[config.mk]
export PLATFORM = sky130hd
export DESIGN_NAME = gate_reduce_unit
export DESIGN_NICKNAME = d
export VERILOG_FILES = /design/src/rtl/gate_reduce_unit.sv
export SDC_FILE = /design/constraint.sdc
export NUM_CORES = 1
export LEC_CHECK = 0
export CAP_MARGIN = 40
export CORE_ASPECT_RATIO = 1.25
export CORE_MARGIN = 2
export CORE_UTILIZATION = 30
export CTS_CLUSTER_SIZE = 40
export DETAILED_ROUTE_END_ITERATION = 6
export PLACE_DENSITY_LB_ADDON = 0.12
export SYNTH_ARGS = -nofsm -noshare
export SYNTH_HDL_FRONTEND = slang
export SYNTH_SLANG_ARGS = --single-unit
[constraint.sdc]
create_clock -name clk -period 3.91 [get_ports clk]
set_input_delay 0.782 -clock clk [delete_from_list [all_inputs] [get_ports clk]]
set_output_delay 0.782 -clock clk [all_outputs]
set_load 0.02 [all_outputs]
[src/rtl/gate_reduce_unit.sv]
// gate_reduce_unit: bitwise gate (AND/OR/XOR/NAND) over two WIDTH-bit operands with a
// registered result, plus a reduce mode that folds DEPTH operand beats into one result.
//
// Single mode (mode=0): every in_valid cycle in IDLE registers y = a op b and pulses y_valid.
// Reduce mode (mode=1): start in IDLE latches op, seeds the accumulator with the gate's
// identity and enters ACCUM. Each in_valid beat folds operand a into the accumulator.
// The final beat's result lands on y one cycle later with y_valid and done.
// Inputs other than in_valid/a are ignored while a reduction is in progress.

module gate_reduce_unit #(
    parameter int unsigned WIDTH = 4,
    parameter int unsigned DEPTH = 4
) (
    input  logic             clk,
    input  logic             rst_n,
    input  logic [WIDTH-1:0] a,
    input  logic [WIDTH-1:0] b,
    input  logic [1:0]       op,
    input  logic             mode,
    input  logic             start,
    input  logic             in_valid,
    output logic [WIDTH-1:0] y,
    output logic             y_valid,
    output logic             busy,
    output logic             done
);

    // Counter wide enough to hold 0..DEPTH.
    localparam int unsigned CntW = $clog2(DEPTH + 1);

    // Count value at which an accepted beat is the last one of the reduction.
    localparam logic [CntW-1:0] LastBeat = CntW'(DEPTH - 1);

    // Gate select encoding.
    localparam logic [1:0] OpAnd  = 2'b00;
    localparam logic [1:0] OpOr   = 2'b01;
    localparam logic [1:0] OpXor  = 2'b10;
    localparam logic [1:0] OpNand = 2'b11;

    typedef enum logic [0:0] {
        StIdle,
        StAccum
    } state_e;

    // ------------------------------------------------------------------
    // Helper functions
    // ------------------------------------------------------------------

    // Two-operand gate used in single mode.
    function automatic logic [WIDTH-1:0] gate_fn(
        input logic [WIDTH-1:0] lhs,
        input logic [WIDTH-1:0] rhs,
        input logic [1:0]       sel
    );
        logic [WIDTH-1:0] res;
        unique case (sel)
            OpAnd:   res = lhs & rhs;
            OpOr:    res = lhs | rhs;
            OpXor:   res = lhs ^ rhs;
            OpNand:  res = ~(lhs & rhs);
            default: res = '0;
        endcase
        return res;
    endfunction

    // One accumulation step. NAND folds with AND; the inversion is applied once at the end
    // so that the result is the NAND of all beats rather than a chained NAND.
    function automatic logic [WIDTH-1:0] fold_fn(
        input logic [WIDTH-1:0] acc,
        input logic [WIDTH-1:0] beat,
        input logic [1:0]       sel
    );
        logic [WIDTH-1:0] res;
        unique case (sel)
            OpOr:    res = acc | beat;
            OpXor:   res = acc ^ beat;
            default: res = acc & beat;
        endcase
        return res;
    endfunction

    // Seed value that leaves the first beat unchanged under fold_fn.
    function automatic logic [WIDTH-1:0] identity_fn(input logic [1:0] sel);
        logic [WIDTH-1:0] res;
        unique case (sel)
            OpOr, OpXor: res = '0;
            default:     res = '1;
        endcase
        return res;
    endfunction

    // ------------------------------------------------------------------
    // State
    // ------------------------------------------------------------------

    state_e           state_q, state_d;
    logic [CntW-1:0]  count_q, count_d;
    logic [WIDTH-1:0] acc_q, acc_d;
    logic [1:0]       op_q, op_d;
    logic [WIDTH-1:0] y_q, y_d;
    logic             y_valid_q, y_valid_d;
    logic             done_q, done_d;

    // Accumulator value including the current beat, using the latched op.
    logic [WIDTH-1:0] acc_next;

    // Next-state and next-output decode; pulses default low, everything else holds.
    always_comb begin
        state_d   = state_q;
        count_d   = count_q;
        acc_d     = acc_q;
        op_d      = op_q;
        y_d       = y_q;
        y_valid_d = 1'b0;
        done_d    = 1'b0;
        acc_next  = fold_fn(acc_q, a, op_q);

        unique case (state_q)
            StIdle: begin
                if (!mode) begin
                    // Single mode: start is ignored, each valid beat gives a result.
                    if (in_valid) begin
                        y_d       = gate_fn(a, b, op);
                        y_valid_d = 1'b1;
                    end
                end else if (start) begin
                    // Start wins over a coincident in_valid; that beat is dropped.
                    op_d    = op;
                    acc_d   = identity_fn(op);
                    count_d = '0;
                    state_d = StAccum;
                end
            end

            StAccum: begin
                // mode, op and start are deliberately not looked at here.
                if (in_valid) begin
                    acc_d = acc_next;
                    if (count_q == LastBeat) begin
                        y_d       = (op_q == OpNand) ? ~acc_next : acc_next;
                        y_valid_d = 1'b1;
                        done_d    = 1'b1;
                        count_d   = '0;
                        state_d   = StIdle;
                    end else begin
                        count_d = count_q + CntW'(1);
                    end
                end
            end

            default: state_d = StIdle;
        endcase
    end

    // Control state: FSM, beat counter and latched op.
    always_ff @(posedge clk or negedge rst_n) begin
        if (!rst_n) begin
            state_q <= StIdle;
            count_q <= '0;
            op_q    <= OpAnd;
        end else begin
            state_q <= state_d;
            count_q <= count_d;
            op_q    <= op_d;
        end
    end

    // Datapath state: accumulator, result register and its strobes.
    always_ff @(posedge clk or negedge rst_n) begin
        if (!rst_n) begin
            acc_q     <= '0;
            y_q       <= '0;
            y_valid_q <= 1'b0;
            done_q    <= 1'b0;
        end else begin
            acc_q     <= acc_d;
            y_q       <= y_d;
            y_valid_q <= y_valid_d;
            done_q    <= done_d;
        end
    end

    assign y       = y_q;
    assign y_valid = y_valid_q;
    assign done    = done_q;
    // ACCUM spans exactly the cycle after start through the final-beat cycle.
    assign busy    = (state_q == StAccum);

endmodule

---- Yosys cells after proc, flatten, opt, wreduce, memory -nomap -nowiden ----
Cells that the tools add are included.
operators by class
  $add $sub $neg .......................... 1
  equal/unequal tests ..................... 13
  mux-type cells .......................... 29
  bitwise operators ....................... 9
  reductions and logical operators ........ 5
operators with widths
  cell                                            count
  two-way mux 4 bit                               9
  case mux 4 bit (2 select lines)                 3
  case mux 4 bit (4 select lines)                 1
  two-way mux 3 bit                               4
  != test 2 bit (second input constant)           5
  two-way mux 1 bit                               9
  AND 4 bit                                       2
  == test 2 bit (second input constant)           4
  inverter 4 bit                                  2
  OR 4 bit                                        2
  XOR 4 bit                                       2
  case mux 3 bit (2 select lines)                 1
  AND reduction 3 bit                             2
  == test 2 x 1 -> 1 bit (second input constant)  2
  case mux 1 bit (2 select lines)                 2
  AND reduction 4 bit                             1
  adder 3 x 1 -> 3 bit (second input constant)    1
  == test 3 x 2 -> 1 bit (second input constant)  1
  zero test 2 bit                                 1
  != test 2 x 1 -> 1 bit (second input constant)  1
  OR reduction 2 bit                              1
  inverter 1 bit                                  1
word-level totals
  bits in registers ....................... 16
  input bits .............................. 15
  output and inout port bits .............. 7
  word-level logic and storage cells ...... 64

---- Depth between registers and ports, before layout ----
Gate-level depths: netlist of the first run.
  word-level depth ........................ 7
  gate-level depth with buffers ........... 6
  gate-level depth less buffers ........... 6

---- Least setup slack after synthesis of the first run ----
OpenSTA, ideal clock, no wires.
  path kind ............................... input -> register
  start point ............................. input op[0]
  end point ............................... register y_q[1] (netlist: y[1])
  setup time .............................. 121 ps
  arrival ................................. 1767 ps
  data required time ...................... 3789 ps
  setup slack ............................. 2021 ps
  cell stages on the path ................. 5
  buffers on the path ..................... 0
  cells stage by stage .................... inv_1 -> ha_1 -> a2111oi_1 -> o21bai_1 -> a32o_2
on the way
  cells in the longest elaborated chain, start to end .. 5
  elaborated cells on any way between the ends .. 8
  those cells by class .................... eq/ne (3); mux (4); reduce/logical (1)
ends and longest elaborated chain
  what                                         line  RTL
  start: declaration                           18    input logic [1:0] op,
  == test 2 bit, or another cell as far along  56    unique case (sel)
  case mux 4 bit (4 select lines) (*)          56
  two-way mux 4 bit (*)                        122   if (in_valid) begin
  two-way mux 4 bit (*)                        120   if (!mode) begin
  case mux 4 bit (2 select lines) (*)          118   unique case (state_q)
  end signal: assignment                       177   y_q <= y_d;
  end: declaration                             100   logic [WIDTH-1:0] y_q, y_d;
Every way passes the cells marked *; elsewhere a longest branch is shown, timed or not. The select of a mux whose other input is x is not followed.
A chain may end at the register's enable or synchronous reset.

---- Worst setup path after layout of the first run ----
  start point ............................. register state_q (netlist: busy)
  end point ............................... output busy
RTL lines
  what                      line  RTL
  start: declaration        96    state_e state_q, state_d;
  start signal: assignment  158   state_q <= StIdle;
  start signal: assignment  162   state_q <= state_d;
  end: declaration          24    output logic busy,
No word-level cell between the ends.

==> run_results.csv, run 1 <==
group,metric,value,unit
status,status,"completed",
layout,drive_above_1_share,6.40,%
cts,insertion_delay,0.24,ns
floorplan,num_rows,27,
placement,place.gp.congestion,0.740,
drt,route.final.wire_length,3220,microns
setup_path,cpLargestDelayFamily,"flip-flops",
min_path,hold_end,"y[0]$_DFFE_PN0P_",
yosys,synth_cell_types,40,
cts,tritoncts,"yes",
sta,setup_tns,0,ns
drt,dr_wl_met2,1670,microns
setup_path,r2r_start,"op_q[0]$_DFFE_PN0P_",
floorplan,core,4430,sq um
setup_path,cp.required,3.13,ns
placement,hpwl,2590,microns
yosys,synth_warnings,0,
cts,cts.clk_slew.worst_paths,0.06,ns
setup_path,reg2reg_depth,6,
cts,cts_sinks,16,
cts,ctsResizeCount,0,
placement,io_buffers,21,
cts,clock_tree.root_cell,"clkbuf_8",
min_path,hold_path.class,"reg2reg",
yosys,synth.area.top_cells,"dfrtp_1 29%, ha_1 22%, inv_1 5.7%",
drt,drc,0,
grt,antenna_found_initial,0,
min_path,min-delay-start,"y[0]$_DFFE_PN0P_",
setup_path,critical-path-max-stage-delay,0.83,ns
yosys,postSynthCellCount,152,
layout,areaGrowthSynthToFinish,21.3,%
yosys,synth_top_area_cell,"dfrtp_1",
sta,fmax,0.384,GHz
drt,ant_nets,0,
floorplan,ios,22,
grt,first_global_vias,1189,
cts,hold_buffers,0,
yosys,synth_seq_cells,16,
cts,numCtsBuffers,3,
job,drv_cap,0,
drt,top_layer,"met4",
sta,finalClockSkew,0.00106,ns
cts,postCtsSetupRepairBufs,0,
drt,wl_met3,90,microns
setup_path,crit_type,"reg2out",
setup_path,critical_path_buf_inv_count,1,
setup_path,worst-r2r-setup-slack,2.04,ns
setup_path,worst_setup_path_end_kind,"output pin",
drt,drt-met1-wl,1440,microns
yosys,synth_fp_nets,191,
grt,grt_pass1_wl,5490,microns
sta,holdWs,0.485,ns
sta,worst_slew_pin_slew,0.757,ns
floorplan,die-area,5200,sq um
power_and_ir_drop,ir_drop,0.315,mV
power_and_ir_drop,power_density,627,nW/um^2
grt,grt_use_total,13.5,%
layout,layout.nets,213,
drt,dr.pass1.iters,4,
sta,post-route-period-util,66.7,%
setup_path,worstReg2RegEnd,"y[2]$_DFFE_PN0P_",
setup_path,crit_fanout,22,
setup_path,arrival,1.83,ns
sta,slew_headroom,49.6,%
yosys,ys_seq_area_share,28.8,%
drt,initialDrtViolationCount,44,
drt,routedWlPerCell,14.0,microns
yosys,synthDominantCellAreaShare,28.8,%
grt,grt_overflow,0,
drt,vias,1115,
grt,grt_max_degree,23,
floorplan,die_w,64.9,microns
layout,diodes,0,
drt,vias_per_cell,4.85,
setup_path,cp_cell_sequence,"clkdlybuf4s50_1",
cts,ctsLongestPathBuffers,2,
yosys,synthesis.area,1390,sq um
sta,finalHoldViolCount,0,
cts,cts_max_level,1,
min_path,worstHoldPathCells,2,
sta,fin_crit,2.61,ns
setup_path,cp_num_cells,1,
sta,drv_slew,0,
sta,rsz0062_at_grt,"no",
power_and_ir_drop,cellLeakagePower,0.825,nW
floorplan,start_util,31.4,%
floorplan,die_y,80.1,microns
yosys,syn_avg_cell_area,9.15,sq um
setup_path,cp_slowest_cell,"dfrtp_1",
sta,setup_viol,0,
setup_path,critPathLaunchType,"flop",
## final cells by class
class | instances | area [sq um]
sequential | 16 | 400
inverter | 21 | 78.8
timing repair buffer | 21 | 210
multi-input combinational | 111 | 885
fill | 441 | 2740
clock buffer | 3 | 41.3
tap | 58 | 72.6
## worst max path at each step
stage                         from          endpoint  slack, ns
floorplan                    op[0]  y[1]$_DFFE_PN0P_       2.02
global placement             op[0]  y[1]$_DFFE_PN0P_       1.32
detailed placement           op[1]  y[1]$_DFFE_PN0P_       1.31
CTS                 busy$_DFF_PN0_              busy       1.29
global route        busy$_DFF_PN0_              busy       1.21
finish              busy$_DFF_PN0_              busy       1.30
## kinds of logic after synthesis
logic type / synth area share, %
AND/OR/NAND/NOR: 19.5
AO/OA/AOI/OAI: 17.7
buffers and inverters: 7.64
adder cells (fa/ha/maj): 21.6
flip-flops: 28.8
XOR/XNOR: 2.52
multiplexers: 2.25
## cells in the mapped netlist (all sizes together)
| master | count |
|---|---|
| nand3 | 6 |
| o221a | 1 |
| o21ai | 10 |
| and4b | 1 |
| o31ai | 6 |
| o22ai | 1 |
| and2 | 2 |
| a31oi | 4 |
| a21oi | 3 |
| xnor2 | 2 |
| a211oi | 2 |
| o221ai | 2 |
| and3 | 1 |
| nor2 | 5 |
| nor2b | 6 |
| a2bb2oi | 1 |
| buf | 3 |
| nor3b | 1 |
| a211o | 1 |
| or3 | 2 |
| mux2i | 2 |
| nand2 | 11 |
| inv | 21 |
| nand3b | 1 |
| a32oi | 1 |
| dfrtp | 16 |
| o21bai | 1 |
| a32o | 1 |
| clkbuf | 1 |
| ha | 24 |
| a2111oi | 1 |
| xor2 | 2 |
| nand2b | 8 |
| nand4b | 1 |
| mux2 | 1 |
## report_power, final
group,switching [mW],internal [mW]
Sequential,0.0849,0.236
Clock,0.0533,0.0682
Combinational,0.323,0.294
## per-layer routing
metal	GRT usage [%]	up-vias
met5	0	-
met4	4.47	0
met3	1.40	2
met2	25.6	22
met1	15.6	527
li1	-	564
## cells in the final DEF (no fill, tap or decap), types with 2 or more instances in the layout
| cell | n |
|---|---|
| xor2_1 | 2 |
| inv_1 | 21 |
| o31ai_1 | 6 |
| nor2b_1 | 6 |
| a31oi_1 | 3 |
| clkbuf_8 | 3 |
| mux2i_1 | 2 |
| nand3_1 | 6 |
| xnor2_1 | 2 |
| or3_1 | 2 |
| nor2_1 | 4 |
| nand2b_1 | 8 |
| nand2_1 | 11 |
| dfrtp_1 | 16 |
| o21ai_0 | 9 |
| ha_1 | 24 |
| clkdlybuf4s50_1 | 21 |
| o221ai_1 | 2 |
| a21oi_1 | 3 |
| a211oi_1 | 2 |
| and2_1 | 2 |
## metrics by stage
step	power, mW	cell area, sq um	instances	setup slack, ns	util, %
after floorplan	0.760	1390	152	2.02	-
after global placement	0.937	1650	227	1.32	37.2
after detailed placement	0.945	1650	227	1.31	37.2
after CTS	1.07	1690	230	1.29	38.1
after global routing	1.16	1690	230	1.21	38.1
final	1.06	1690	230	1.30	38.1
## state kept, by name, summed over array words and instances (netlist names)
name,cells
busy,1
acc_q,4
y_valid,1
y,4
done,1
count_q,3
op_q,2
Note: power is estimated with default switching activity, not from simulation.
==> run 2, diff against run 1 <==
==> constraint.sdc (replaced) <==
create_clock -name clk -period 2.2 [get_ports clk]
set_input_delay 0.44 -clock clk [delete_from_list [all_inputs] [get_ports clk]]
set_output_delay 0.44 -clock clk [all_outputs]
set_load 0.02 [all_outputs]
==> run_results.csv, run 2 (synthesis results as in run 1) <==
group,metric,value,unit
layout,areaGrowthSynthToFinish,27.2,%
sta,finalHoldViolCount,0,
drt,vias_per_cell,4.86,
setup_path,reg2reg_depth,6,
cts,insertion_delay,0.24,ns
cts,ctsLongestPathBuffers,2,
floorplan,die-area,5200,sq um
cts,cts_sinks,16,
sta,fin_ws,0.273,ns
grt,first_global_vias,1158,
layout,layout.nets,224,
setup_path,arrival,1.49,ns
placement,place.gp.congestion,0.725,
layout,utilization,40.0,%
cts,hold_buffers,0,
sta,slew_headroom,70.6,%
min_path,hold_end,"y[0]$_DFFE_PN0P_",
power_and_ir_drop,power_frac_clock,11.2,%
power_and_ir_drop,seqPwrFrac,27.7,%
power_and_ir_drop,ir_drop,0.460,mV
setup_path,worst_setup_path_end_kind,"output pin",
grt,antenna_found_initial,0,
sta,setup_tns,0,ns
sta,fmax,0.519,GHz
setup_path,worstReg2RegEnd,"y[2]$_DFFE_PN0P_",
floorplan,core,4430,sq um
cts,numCtsBuffers,3,
sta,holdWs,0.486,ns
sta,finalClockSkew,0.000592,ns
job,drv_cap,0,
sta,fin_crit,1.93,ns
cts,clock_tree.root_cell,"clkbuf_8",
layout,nFillCells,454,
setup_path,cp.required,1.76,ns
min_path,worstHoldPathCells,2,
grt,grt_use_total,13.4,%
layout,drive_above_1_share,12.0,%
setup_path,critical_path_buf_inv_count,1,
layout,instances_no_fill,241,
sta,drv_slew,0,
setup_path,critPathLaunchType,"flop",
power_and_ir_drop,switchingPower,0.827,mW
min_path,min-delay-start,"y[0]$_DFFE_PN0P_",
layout,final_common_cell,"ha_1",
sta,post-route-period-util,87.6,%
sta,rsz0062_at_grt,"no",
setup_path,cp_cell_sequence,"clkdlybuf4s50_1",
drt,drc,0,
setup_path,crit_type,"reg2out",
sta,setup_viol,0,
cts,cts.clk_slew.worst_paths,0.06,ns
floorplan,die_y,80.1,microns
floorplan,ios,22,
layout,diodes,0,
setup_path,cpLargestDelayFamily,"buffers and inverters",
drt,route.final.wire_length,3250,microns
drt,vias,1172,
placement,io_buffers,21,
cts,ctsResizeCount,0,
setup_path,worst-r2r-setup-slack,0.50,ns
setup_path,r2r_start,"op_q[1]$_DFFE_PN0P_",
drt,ant_nets,0,
setup_path,critical-path-max-stage-delay,0.68,ns
placement,preCtsSetupSlack,0.0306,ns
floorplan,start_util,31.4,%
drt,initialDrtViolationCount,33,
status,status,"completed",
drt,dr.pass1.iters,4,
floorplan,die_w,64.9,microns
drt,routedWlPerCell,13.5,microns
power_and_ir_drop,switching_share,43.0,%
grt,grt_pass1_wl,5380,microns
sta,worst_slew_pin_slew,0.441,ns
grt,grt_max_degree,17,
placement,hpwl,2680,microns
placement,dp.cells,238,
layout,mostFrequentLayoutCells,"24 x ha_1, 21 x inv_1, 21 x clkdlybuf4s50_1, 16 x dfrtp_1",
setup_path,crit_fanout,12,
power_and_ir_drop,combPwrFrac,61.0,%
floorplan,num_rows,27,
cts,cts_max_level,1,
grt,grt_overflow,0,
cts,postCtsSetupRepairBufs,0,
min_path,hold_path.class,"reg2reg",
power_and_ir_drop,power.internal,1.10,mW
cts,tritoncts,"yes",
power_and_ir_drop,cellLeakagePower,0.878,nW
power_and_ir_drop,power_density,1090,nW/um^2
setup_path,cp_slowest_cell,"clkdlybuf4s50_1",
-- run 2: changes by cell type in the layout (fill, tap and decap cells not counted), sizes merged --
cell / previous run / this run
buf: 0 / 11
-- run 2: area by class of cell --
type / instances / area (sq um) / share of cell area [%]
clock buffer: 3 / 41.3 / 2.33
inverter: 21 / 78.8 / 4.45
multi-input combinational: 111 / 885 / 50.0
sequential: 16 / 400 / 22.6
tap: 58 / 72.6 / 4.10
timing repair buffer: 32 / 293 / 16.5
-- run 2: per-stage QoR --
stage / power (mW) / area (sq um)
floorplan: 1.35 / 1390
detailed placement: 1.73 / 1730
global route: 2.11 / 1770
CTS: 1.95 / 1770
finish: 1.92 / 1770
global placement: 1.71 / 1730
-- run 2: worst max path at each step --
stage / startpoint / to / slack (ns) / cells after the start
global route: a[1] / y[1]$_DFFE_PN0P_ / 0.19 / 6
detailed placement: a[1] / y[1]$_DFFE_PN0P_ / 0.03 / 6
CTS: busy$_DFF_PN0_ / busy / 0.25 / 1
floorplan: op[0] / y[1]$_DFFE_PN0P_ / 0.65 / 5
global placement: a[1] / y[1]$_DFFE_PN0P_ / 0.05 / 6
finish: busy$_DFF_PN0_ / busy / 0.27 / 1
-- run 2: layer usage --
| metal | wire (microns) | part of all wire [%] | GRT usage [%] |
|---|---|---|---|
| met2 | 1640 | 50 | 25.1 |
| met1 | 1480 | 46 | 15.6 |
| met4 | 54 | 1.7 | 5.11 |
| met5 | 0 | 0 | 0 |
| met3 | 74 | 2.3 | 1.26 |
-- run 2: power by group through the flow --
stage / Clock, mW / Sequential (mW) / Combinational [mW]
after floorplan: 0 / 0.559 / 0.791
after detailed placement: 0 / 0.543 / 1.18
after CTS: 0.223 / 0.539 / 1.19
final: 0.216 / 0.534 / 1.17
after global routing: 0.235 / 0.557 / 1.32
after global placement: 0 / 0.538 / 1.17
